<file path="src/rtl/mem_port_arbiter_if.sv">
// Fetch/data request ports and the shared single-port memory command bus
// that mem_port_arbiter sequences between them.
interface mem_port_arbiter_if #(
    parameter int ADDR_W = 32,
    parameter int DATA_W = 32
);
    logic              if_req;
    logic [ADDR_W-1:0] if_addr;
    logic              if_ack;
    logic [DATA_W-1:0] if_rdata;
    logic              d_req;
    logic              d_we;
    logic [ADDR_W-1:0] d_addr;
    logic [DATA_W-1:0] d_wdata;
    logic              d_ack;
    logic [DATA_W-1:0] d_rdata;
    logic              mem_en;
    logic              mem_we;
    logic [ADDR_W-1:0] mem_addr;
    logic [DATA_W-1:0] mem_wdata;
    logic [DATA_W-1:0] mem_rdata;
    logic              stall_if;
    logic              stall_mem;
    logic              busy;

    modport slave (
        input  if_req, if_addr, d_req, d_we, d_addr, d_wdata, mem_rdata,
        output if_ack, if_rdata, d_ack, d_rdata, mem_en, mem_we, mem_addr,
               mem_wdata, stall_if, stall_mem, busy
    );

    modport master (
        output if_req, if_addr, d_req, d_we, d_addr, d_wdata, mem_rdata,
        input  if_ack, if_rdata, d_ack, d_rdata, mem_en, mem_we, mem_addr,
               mem_wdata, stall_if, stall_mem, busy
    );
endinterface

</file>
<file path="src/rtl/mem_port_arbiter.sv">
// Arbitrates IF and MEM stage accesses onto one fixed-latency memory port,
// one command at a time, with a starvation guard for instruction fetch.
module mem_port_arbiter #(
    parameter int ADDR_W       = 32,
    parameter int DATA_W       = 32,
    parameter int LAT          = 2,
    parameter int STARVE_LIMIT = 4
) (
    input  logic              clock,
    input  logic              reset,
    mem_port_arbiter_if.slave bus
);
    localparam logic [1:0] IDLE  = 2'd0;
    localparam logic [1:0] ISSUE = 2'd1;
    localparam logic [1:0] WAIT  = 2'd2;
    localparam logic [1:0] RESP  = 2'd3;

    localparam int                  STREAK_W   = $clog2(STARVE_LIMIT + 1);
    localparam logic [STREAK_W-1:0] STREAK_MAX = STREAK_W'(STARVE_LIMIT);
    localparam logic [3:0]          LAT_CNT    = 4'(LAT);

    logic [1:0]          state;
    logic                grantData;
    logic [3:0]          latCnt;
    logic [STREAK_W-1:0] dataStreak;
    logic                memEn, memWe, ifAck, dAck, busyReg;
    logic [ADDR_W-1:0]   memAddr;
    logic [DATA_W-1:0]   memWdata, ifRdata, dRdata;
    logic                anyReq, ifWins;

    // Data has priority unless it has already won STARVE_LIMIT times in a row over a waiting fetch.
    always_comb begin
        anyReq = bus.if_req | bus.d_req;
        ifWins = bus.if_req & (~bus.d_req | (dataStreak == STREAK_MAX));
    end

    always_ff @(posedge clock or negedge reset) begin
        if (!reset) begin
            state      <= IDLE;
            grantData  <= 1'b0;
            latCnt     <= '0;
            dataStreak <= '0;
            memEn      <= 1'b0;
            memWe      <= 1'b0;
            memAddr    <= '0;
            memWdata   <= '0;
            ifAck      <= 1'b0;
            dAck       <= 1'b0;
            ifRdata    <= '0;
            dRdata     <= '0;
            busyReg    <= 1'b0;
        end else begin
            case (state)
                IDLE: begin
                    if (anyReq) begin
                        grantData <= ~ifWins;
                        memEn     <= 1'b1;
                        busyReg   <= 1'b1;
                        state     <= ISSUE;
                        if (ifWins) begin
                            memAddr    <= bus.if_addr;
                            memWe      <= 1'b0;
                            memWdata   <= '0;
                            dataStreak <= '0;
                        end else begin
                            memAddr    <= bus.d_addr;
                            memWe      <= bus.d_we;
                            memWdata   <= bus.d_wdata;
                            dataStreak <= bus.if_req ? dataStreak + STREAK_W'(1) : '0;
                        end
                    end
                end
                ISSUE: begin
                    memEn  <= 1'b0;
                    latCnt <= LAT_CNT;
                    state  <= WAIT;
                end
                WAIT: begin
                    // latCnt==1 marks the cycle in which mem_rdata is valid.
                    if (latCnt == 4'd1) begin
                        if (grantData) begin
                            dRdata <= bus.mem_rdata;
                            dAck   <= 1'b1;
                        end else begin
                            ifRdata <= bus.mem_rdata;
                            ifAck   <= 1'b1;
                        end
                        state <= RESP;
                    end else begin
                        latCnt <= latCnt - 4'd1;
                    end
                end
                default: begin
                    ifAck   <= 1'b0;
                    dAck    <= 1'b0;
                    busyReg <= 1'b0;
                    state   <= IDLE;
                end
            endcase
        end
    end

    assign bus.mem_en    = memEn;
    assign bus.mem_we    = memWe;
    assign bus.mem_addr  = memAddr;
    assign bus.mem_wdata = memWdata;
    assign bus.if_ack    = ifAck;
    assign bus.if_rdata  = ifRdata;
    assign bus.d_ack     = dAck;
    assign bus.d_rdata   = dRdata;
    assign bus.busy      = busyReg;
    assign bus.stall_if  = bus.if_req & ~ifAck;
    assign bus.stall_mem = bus.d_req & ~dAck;
endmodule

</file>
<file path="src/flat_wrapper.sv">
// flat-port wrapper written by rule: the top's interface ports become plain ports
module mem_port_arbiter_flat 
#(
    parameter int ADDR_W       = 32,
    parameter int DATA_W       = 32,
    parameter int LAT          = 2,
    parameter int STARVE_LIMIT = 4
)
  (clock, reset, bus_if_req, bus_if_addr, bus_d_req, bus_d_we, bus_d_addr, bus_d_wdata, bus_mem_rdata, bus_if_ack, bus_if_rdata, bus_d_ack, bus_d_rdata, bus_mem_en, bus_mem_we, bus_mem_addr, bus_mem_wdata, bus_stall_if, bus_stall_mem, bus_busy);
  mem_port_arbiter_if #(.ADDR_W(ADDR_W), .DATA_W(DATA_W)) bus_i ();
  input  logic clock;
  input  logic reset;
  input wire logic [$bits(bus_i.if_req)-1:0] bus_if_req;
  input wire logic [$bits(bus_i.if_addr)-1:0] bus_if_addr;
  input wire logic [$bits(bus_i.d_req)-1:0] bus_d_req;
  input wire logic [$bits(bus_i.d_we)-1:0] bus_d_we;
  input wire logic [$bits(bus_i.d_addr)-1:0] bus_d_addr;
  input wire logic [$bits(bus_i.d_wdata)-1:0] bus_d_wdata;
  input wire logic [$bits(bus_i.mem_rdata)-1:0] bus_mem_rdata;
  output wire logic [$bits(bus_i.if_ack)-1:0] bus_if_ack;
  output wire logic [$bits(bus_i.if_rdata)-1:0] bus_if_rdata;
  output wire logic [$bits(bus_i.d_ack)-1:0] bus_d_ack;
  output wire logic [$bits(bus_i.d_rdata)-1:0] bus_d_rdata;
  output wire logic [$bits(bus_i.mem_en)-1:0] bus_mem_en;
  output wire logic [$bits(bus_i.mem_we)-1:0] bus_mem_we;
  output wire logic [$bits(bus_i.mem_addr)-1:0] bus_mem_addr;
  output wire logic [$bits(bus_i.mem_wdata)-1:0] bus_mem_wdata;
  output wire logic [$bits(bus_i.stall_if)-1:0] bus_stall_if;
  output wire logic [$bits(bus_i.stall_mem)-1:0] bus_stall_mem;
  output wire logic [$bits(bus_i.busy)-1:0] bus_busy;
  assign bus_i.if_req = bus_if_req;
  assign bus_i.if_addr = bus_if_addr;
  assign bus_i.d_req = bus_d_req;
  assign bus_i.d_we = bus_d_we;
  assign bus_i.d_addr = bus_d_addr;
  assign bus_i.d_wdata = bus_d_wdata;
  assign bus_i.mem_rdata = bus_mem_rdata;
  assign bus_if_ack = bus_i.if_ack;
  assign bus_if_rdata = bus_i.if_rdata;
  assign bus_d_ack = bus_i.d_ack;
  assign bus_d_rdata = bus_i.d_rdata;
  assign bus_mem_en = bus_i.mem_en;
  assign bus_mem_we = bus_i.mem_we;
  assign bus_mem_addr = bus_i.mem_addr;
  assign bus_mem_wdata = bus_i.mem_wdata;
  assign bus_stall_if = bus_i.stall_if;
  assign bus_stall_mem = bus_i.stall_mem;
  assign bus_busy = bus_i.busy;
  mem_port_arbiter #(.ADDR_W(ADDR_W), .DATA_W(DATA_W), .LAT(LAT), .STARVE_LIMIT(STARVE_LIMIT)) u_core (.clock(clock), .reset(reset), .bus(bus_i));
endmodule
</file>
<file path="config.mk">
export PLATFORM = sky130hd
export DESIGN_NAME = mem_port_arbiter_flat
export DESIGN_NICKNAME = d
export VERILOG_FILES = /design/src/rtl/mem_port_arbiter_if.sv /design/src/rtl/mem_port_arbiter.sv /design/src/flat_wrapper.sv
export SDC_FILE = /design/constraint.sdc
export NUM_CORES = 1
export LEC_CHECK = 0
export CORE_UTILIZATION = 42
export DETAILED_ROUTE_END_ITERATION = 8
export PLACE_DENSITY_LB_ADDON = 0.2
export SYNTH_ARGS = -nofsm -noshare
export SYNTH_HDL_FRONTEND = slang
export SYNTH_SLANG_ARGS = --single-unit
</file>
<file path="constraint.sdc">
create_clock -name clock -period 2.56 [get_ports clock]
set_input_delay 0.256 -clock clock [delete_from_list [all_inputs] [get_ports clock]]
set_output_delay 0.256 -clock clock [all_outputs]
set_load 0.01 [all_outputs]
</file>
==> parameters.txt, run 1 <==
Parameter                              Value

Setup path
  Critical Path, Cell by Cell    inv_1 -> ha_1 -> nand4bb_1 -> nor2_2 -> buf_4 -> mux2_2
  Critical path start-end classification    reg -> reg
  Crit end category    flop
  Category of the worst setup path launch point    flop
  Maximum cell stage delay along the critical path    between 0.4 and 0.5 ns
  Largest fanout on the critical path    32
  Worst path arrival time    between 2 and 3 ns
  Endpoint required time on the critical path    2.86 ns
  CP max-delay cell    sky130_fd_sc_hd__ha_1

Layout
  Core occupancy in the finished layout    between 60% and 70%
  Layout cell share with drive strength beyond 1    14.82%
  Area growth from synthesis to layout    57.66%
  Final Net Count    about 950

STA
  Hold Violations, Final    0
  Final-layout setup total negative slack    0 ns
  Max Transition Viols Final    0
  FMAX    0.4438 GHz
  Worst clock skew on the final layout    0.004717 ns
  Worst-Margin Slew    1.190 ns
  Post-route fraction of the period consumed by the critical path    88.02%
  Setup-violating endpoint count in the final report    0
  Shortest clock period the worst path allows after layout    around 2.3 ns
  Setup repair after global routing missed its margin    no
  Slew headroom    between 20% and 30%

Placement
  I/O Buffers    267
  Routability congestion estimate from global placement    0.7960
  HPWL reported at the end of detailed placement    12160 um

Floorplan
  Area of the core    14040 sq um
  Overall die area    15050 sq um
  Row count    43
  Starting Density    roughly 44%
  Number of top-level pins    approximately 270
  Die W    122.7 um
  Die height    122.7 um

Detailed routing
  Residual DRC    0
  Final antenna-violating net count    0
  Routed length on met2    8691 um
  Vias per std cell    5.226
  Wire length per cell after detailed routing    16.99 um
  Total wire length    17060 um
  Number of optimization iterations in the first detailed-route pass    5
  DRC violation total after the first TritonRoute iteration    roughly 280
  Top layer used by detailed routing    met4
  Routed metal-1 wire length    6480 um
  Wire length on met3    1403 um
  Via count    approximately 5200

Yosys
  Synthesized netlist net count    690
  Count of mapped cells out of synthesis    549
  Count of flip-flops with a built-in enable after synthesis    0
  Post-Synthesis Cell Area    6117 sq um
  Primary flip-flop cell chosen by synthesis mapping    sky130_fd_sc_hd__dfrtp_1
  Average footprint of a synthesized cell    11.14 sq um
  Synthesis warning total    0
  Yosys reg bits    143
  Share of synthesized flip-flops with an asynchronous set or reset    100.0%
  Portion of the post-synthesis area used by sequential elements    58.50%
  Count of unique library cells instantiated by Yosys    39

Worst hold path
  Worst hold-check path type    in -> async

Global route
  Vias in the first global route    5439
  Total global routing track utilization    23.31%
  Global-route wire length before repair    between 20000 and 30000 um
  Pin count of the biggest net entering global routing    72
  Leftover overflow at the end of global routing    0
  Initial antenna violation count    1

Pwr
  Logic gate share of total power    ~44%
  Internal power of the cells    7.932 mW
  Relative contribution of the clock network to total power    between 20 and 25%
  Sequential Power Share    33.7%
  Power Dens Cells    1216 nW/um^2
  Switching share of total power    roughly 32%
  Net switching component of the power    3.800 mW
  Total leakage power    3.974 nW
  Largest voltage drop on the vdd net    0.0005718 V
  Post-route total power    11.73 mW

Clock tree
  CTS tree    yes
  Clock insertion delay at the later pin of the skew report    0.42 ns
  Buffers from clock root to sink, at most    2
  Post-CTS sizing    0
  Clock root buffer master    sky130_fd_sc_hd__clkbuf_16
  Number of sinks handled by clock tree synthesis    between 100 and 150
  Clock-pin slew of the registers on the worst-case setup and hold paths    around 0.06 ns
  Number of H-tree levels    4
  Number of buffers added by the clock tree synthesis step    17

Job
  MaxCap Viol Count    0

Status
  Status    completed
==> power by group through the flow <==
stage / Clock, mW / Combinational, mW / Sequential (mW)
4_1_cts: 2.69 / 5.20 / 3.96
2_1_floorplan: 0 / 1.83 / 4.39
5_1_grt: 2.79 / 5.59 / 4.09
6_report: 2.65 / 5.13 / 3.96
3_3_place_gp: 0 / 5.03 / 3.92
3_5_place_dp: 0 / 5.18 / 3.98
==> metrics by stage <==
stage	cells	hold WS [ns]	setup slack [ns]	cell area (sq um)
after floorplan	549	-0.03959	0.6947	6117
after global placement	970	0.2024	0.3952	8992
after detailed placement	970	0.2144	0.2793	8992
after CTS	1003	0.3427	0.3193	9642
after global routing	1004	0.3622	0.1256	9644
final	1004	0.3326	0.3067	9644
==> synthesized netlist by cell type (2+ instances only) <==
cell type                  number  area (sq um)
sky130_fd_sc_hd__clkbuf_1      21         78.83
sky130_fd_sc_hd__a21oi_1        4         20.02
sky130_fd_sc_hd__o211ai_1      32         240.2
sky130_fd_sc_hd__nand2b_1       2         12.51
sky130_fd_sc_hd__o21ai_1        9         45.04
sky130_fd_sc_hd__nor2b_1        6         37.54
sky130_fd_sc_hd__nand4_1       32         200.2
sky130_fd_sc_hd__o21ai_0       31         155.2
sky130_fd_sc_hd__dfrtp_1      143          3578
sky130_fd_sc_hd__nor2_1         3         11.26
sky130_fd_sc_hd__inv_1          9         33.78
sky130_fd_sc_hd__o22ai_1        2         12.51
sky130_fd_sc_hd__ha_1           8         100.1
sky130_fd_sc_hd__nor3_1         2         10.01
sky130_fd_sc_hd__buf_2         19         95.09
sky130_fd_sc_hd__nand2_1      133         499.2
sky130_fd_sc_hd__nor3b_1        3         22.52
sky130_fd_sc_hd__mux2_2        67         754.5
sky130_fd_sc_hd__a31oi_1        3         18.77
==> placed cells by master, fill, tap and decap left out, drive strengths merged, types with 2 or more instances in the layout <==
cell type / count
clkbuf: 19
nand2b: 2
clkinv: 4
o211ai: 32
nor3b: 3
nor2b: 6
buf: 16
bufinv: 4
mux2: 68
nand4: 32
a31oi: 3
ha: 8
clkinvlp: 4
nor3: 2
dfrtp: 143
inv: 10
o21ai: 40
nor2: 3
a21oi: 4
o22ai: 2
clkdlybuf4s50: 266
nand2: 133
==> critical path: cells and delay by family (launching register included) <==
kind | cells | cell delay (ns)
buffers and inverters | 2 | 0.53
and+or+nand+nor | 2 | 0.38
DFF | 1 | 0.38
adders and majority gates | 1 | 0.43
muxes | 1 | 0.40
==> what timing repair did <==
item                      4_1_cts  5_1_grt
buffers inserted                0        0
hold buffers                    1        0
hold endpoints to repair       44        0
==> logic make-up (layout without fill, tap and decap cells) <==
| group | after synthesis | in the layout | synth area share, % |
|---|---|---|---|
| AO/OA/AOI/OAI | 93 | 93 | 10.08 |
| multiplexers | 69 | 69 | 12.68 |
| AND/OR/NAND/NOR | 186 | 186 | 13.64 |
| flip-flops | 143 | 143 | 58.50 |
| buffers and inverters | 50 | 324 | 3.457 |
| other | 0 | 1 | 0 |
| adder cells (fa/ha/maj) | 8 | 8 | 1.636 |
==> area by class of cell <==
| type | instances | area [sq um] |
|---|---|---|
| fill | 1070 | 4398 |
| sequential | 143 | 3578 |
| timing repair buffer | 283 | 2821 |
| multi-input combinational | 356 | 2344 |
| clock buffer | 19 | 452.9 |
| tap | 180 | 225.2 |
| clock inverter | 13 | 186.4 |
| inverter | 9 | 33.78 |
| antenna | 1 | 2.502 |
==> path summary, 6_finish.rpt <==
| path | startpoint | end | slack, ns | cells past startpoint |
|---|---|---|---|---|
| max | u_core.state[0] | u_core.bus.if_rdata[3] | 0.31 | 6 |
| min | reset | u_core.bus.if_rdata[25] | 0.33 | 2 |
| max reg2reg | u_core.state[0] | u_core.bus.if_rdata[3] | 0.31 | 6 |
| min reg2reg | u_core.bus.mem_wdata[17] | u_core.bus.mem_wdata[17] | 0.48 | 2 |
| max in group asynchronous | reset | u_core.bus.mem_addr[27] | 1.47 | 3 |
| min in group clock | bus_d_wdata[14] | u_core.bus.mem_wdata[14] | 0.38 | 3 |
==> flip-flops by register name (all words and copies together) (netlist names) <==
register              cells
u_core.bus.d_rdata       32
u_core.bus.if_rdata      32
u_core.bus.mem_addr      32
u_core.bus.mem_wdata     32
u_core.latCnt             4
u_core.dataStreak         3
u_core.state              2
u_core.bus.busy           1
u_core.bus.d_ack          1
u_core.bus.if_ack         1
u_core.bus.mem_en         1
u_core.bus.mem_we         1
u_core.grantData          1
==> per-layer routing <==
| metal | vias to the layer above | track usage [%] |
|---|---|---|
| met4 | 0 | 11.20 |
| li1 | 2441 | - |
| met2 | 224 | 40.13 |
| met5 | - | 0 |
| met3 | 32 | 7.760 |
| met1 | 2550 | 25.78 |
(Power assumes the default switching activity.)
==> run 2, diff against run 1 <==
CAP_MARGIN = 40   (was unset)
==> run 2 against run 1 <==
Fmax up 2.6%. Global-route usage down 0.58 points. Register-to-register slack better by 0.06 ns. Total power about the same. Via count about the same. Die area unchanged. Combinational power about the same. Cell count unchanged. Non-clock buffer count up 1. Cell area up 0.21%. Clock-buffer cell count up 3.
==> parameters.txt, run 2 (same netlist as run 1, synthesis figures left out) <==
Parameter                              Value

Layout
  Area growth from synthesis to layout    57.99%
  Diode insertion count for antenna repair    0
  Post-route standard cell area excluding fillers    9664 sq um
  Final Net Count    952
  Core occupancy in the finished layout    68.82%
  Layout cell share with drive strength beyond 1    14.81%
  Commonest non-fill, non-tap cells in the layout    sky130_fd_sc_hd__clkdlybuf4s50_1, sky130_fd_sc_hd__dfrtp_1, sky130_fd_sc_hd__nand2_1
  Commonest non-fill, non-tap cell in the layout    sky130_fd_sc_hd__clkdlybuf4s50_1

Setup path
  Critical path start-end classification    reg -> reg
  Critical Path, Cell by Cell    inv_1 -> ha_1 -> nand4bb_1 -> nor2_2 -> buf_4 -> mux2_2
  Category of the worst setup path launch point    flop
  Crit Reg-Reg Startpoint    u_core.state[0]
  Endpoint required time on the critical path    2.85 ns
  Worst reg2reg path endpoint    u_core.bus.if_rdata[7]
  Worst path arrival time    2.49 ns
  CP max-delay cell    sky130_fd_sc_hd__ha_1
  Capture point of the worst path    u_core.bus.if_rdata[7]
  Worst-case reg-to-reg path depth    6
  Crit end category    flop
  Maximum cell stage delay along the critical path    0.41 ns
  Flop-to-flop setup slack    ~0.36 ns
  Largest fanout on the critical path    32
  Crit. Startpoint    u_core.state[0]

Placement
  Routability congestion estimate from global placement    0.7960
  Area after DPL    9012 sq um
  I/O Buffers    267
  HPWL reported at the end of detailed placement    about 12000 um
  Pre-CTS WS    0.3737 ns

STA
  Slew headroom    59.24%
  Shortest clock period the worst path allows after layout    roughly 2.2 ns
  Final-layout setup total negative slack    0 ns
  Hold Violations, Final    0
  Setup repair after global routing missed its margin    no
  Worst clock skew on the final layout    0.006277 ns
  Worst-Margin Slew    between 0.6 and 0.7 ns
  Max Transition Viols Final    0
  Setup slack of the critical path after layout    0.3640 ns
  Setup-violating endpoint count in the final report    0
  Post-route fraction of the period consumed by the critical path    a little under nine tenths
  FMAX    0.4554 GHz

Clock tree
  Clock root buffer master    sky130_fd_sc_hd__clkbuf_16
  Number of buffers added to fix hold violations after cts    1
  Post-CTS sizing    0
  Number of buffers added by the clock tree synthesis step    17
  CTS tree    yes
  Clock insertion delay at the later pin of the skew report    0.41 ns
  Number of H-tree levels    4
  Buffers from clock root to sink, at most    2
  Number of buffers inserted by post-CTS setup repair    0
  Clock-pin slew of the registers on the worst-case setup and hold paths    0.06 ns
  Number of sinks handled by clock tree synthesis    143

Detailed routing
  Via count    5244
  Vias per std cell    5.223
  DRC violation total after the first TritonRoute iteration    between 200 and 250
  Wire length per cell after detailed routing    16.80 um
  Residual DRC    0
  Total wire length    approximately 17000 um
  Final antenna-violating net count    0
  Number of optimization iterations in the first detailed-route pass    4

Floorplan
  Number of top-level pins    approximately 270
  Die height    122.7 um
  Starting Density    between 40% and 50%
  Row count    43
  Overall die area    about 15000 sq um
  Die W    122.7 um
  Area of the core    14040 sq um

Global route
  Leftover overflow at the end of global routing    0
  Total global routing track utilization    22.72%
  Pin count of the biggest net entering global routing    72
  Initial antenna violation count    0
  Vias in the first global route    5281
  Global-route wire length before repair    approximately 26000 um

Pwr
  Total leakage power    3.989 nW
  Power Dens Cells    roughly 1200 nW/um^2
  Largest voltage drop on the vdd net    approximately 0.00048 V
  Post-route total power    ~12 mW

Status
  Status    completed

Job
  MaxCap Viol Count    0

Worst hold path
  Worst hold-check path type    in -> async
-- run 2: changes by cell type in the layout (fill, tap and decap cells not counted) --
cell and delta:
sky130_fd_sc_hd__clkinvlp_4 -1, sky130_fd_sc_hd__clkbuf_8 +2, sky130_fd_sc_hd__clkinv_2 +1, sky130_fd_sc_hd__diode_2 -1, sky130_fd_sc_hd__clkinv_4 -2, sky130_fd_sc_hd__inv_6 -1
sky130_fd_sc_hd__buf_12 +1, sky130_fd_sc_hd__clkbuf_1 +1
-- run 2: power breakdown --
group	total, mW	internal (mW)	switching [mW]
Sequential	3.96	3.35	0.613
Clock	2.64	1.73	0.911
Combinational	5.13	2.91	2.23
-- run 2: metal layers --
layer / share of wire (%) / global-route usage (%) / up-vias
li1: - / - / 2445
met4: 2.8 / 10.67 / 0
met3: 8.3 / 7.110 / 40
met5: 0 / 0 / -
met1: 39 / 25.63 / 2519
met2: 50 / 39.01 / 240
-- run 2: cell type report --
cell class | instances | area [sq um]
tap | 180 | 225.2
clock inverter | 10 | 157.7
sequential | 143 | 3578
inverter | 9 | 33.78
fill | 1055 | 4378
timing repair buffer | 284 | 2841
multi-input combinational | 356 | 2344
clock buffer | 22 | 484.2
-- run 2: how the worst min path moves through the flow --
stage                     start                       to  slack (ns)  depth (start not counted)
after global placement    reset  u_core.bus.if_rdata[25]        0.20                          1
after global routing      reset  u_core.bus.if_rdata[25]        0.37                          2
after CTS                 reset  u_core.bus.if_rdata[25]        0.34                          2
after detailed placement  reset  u_core.bus.if_rdata[25]        0.21                          1
after floorplan           reset          u_core.bus.busy       -0.04                          0
final                     reset   u_core.bus.d_rdata[25]        0.34                          2
-- run 2: per-stage QoR --
stage               cells  hold slack (ns)
floorplan             549         -0.03959
finish               1004           0.3367
detailed placement    971           0.2108
global route         1004           0.3726
global placement      970           0.2024
CTS                  1004           0.3367
-- run 2: worst max-delay path, delay by kind of cell, from the launching register on --
family | cells | cell delay [ns]
adders and majority gates | 1 | 0.41
buffers and inverters | 2 | 0.53
DFF | 1 | 0.38
muxes | 1 | 0.39
and+or+nand+nor | 2 | 0.34
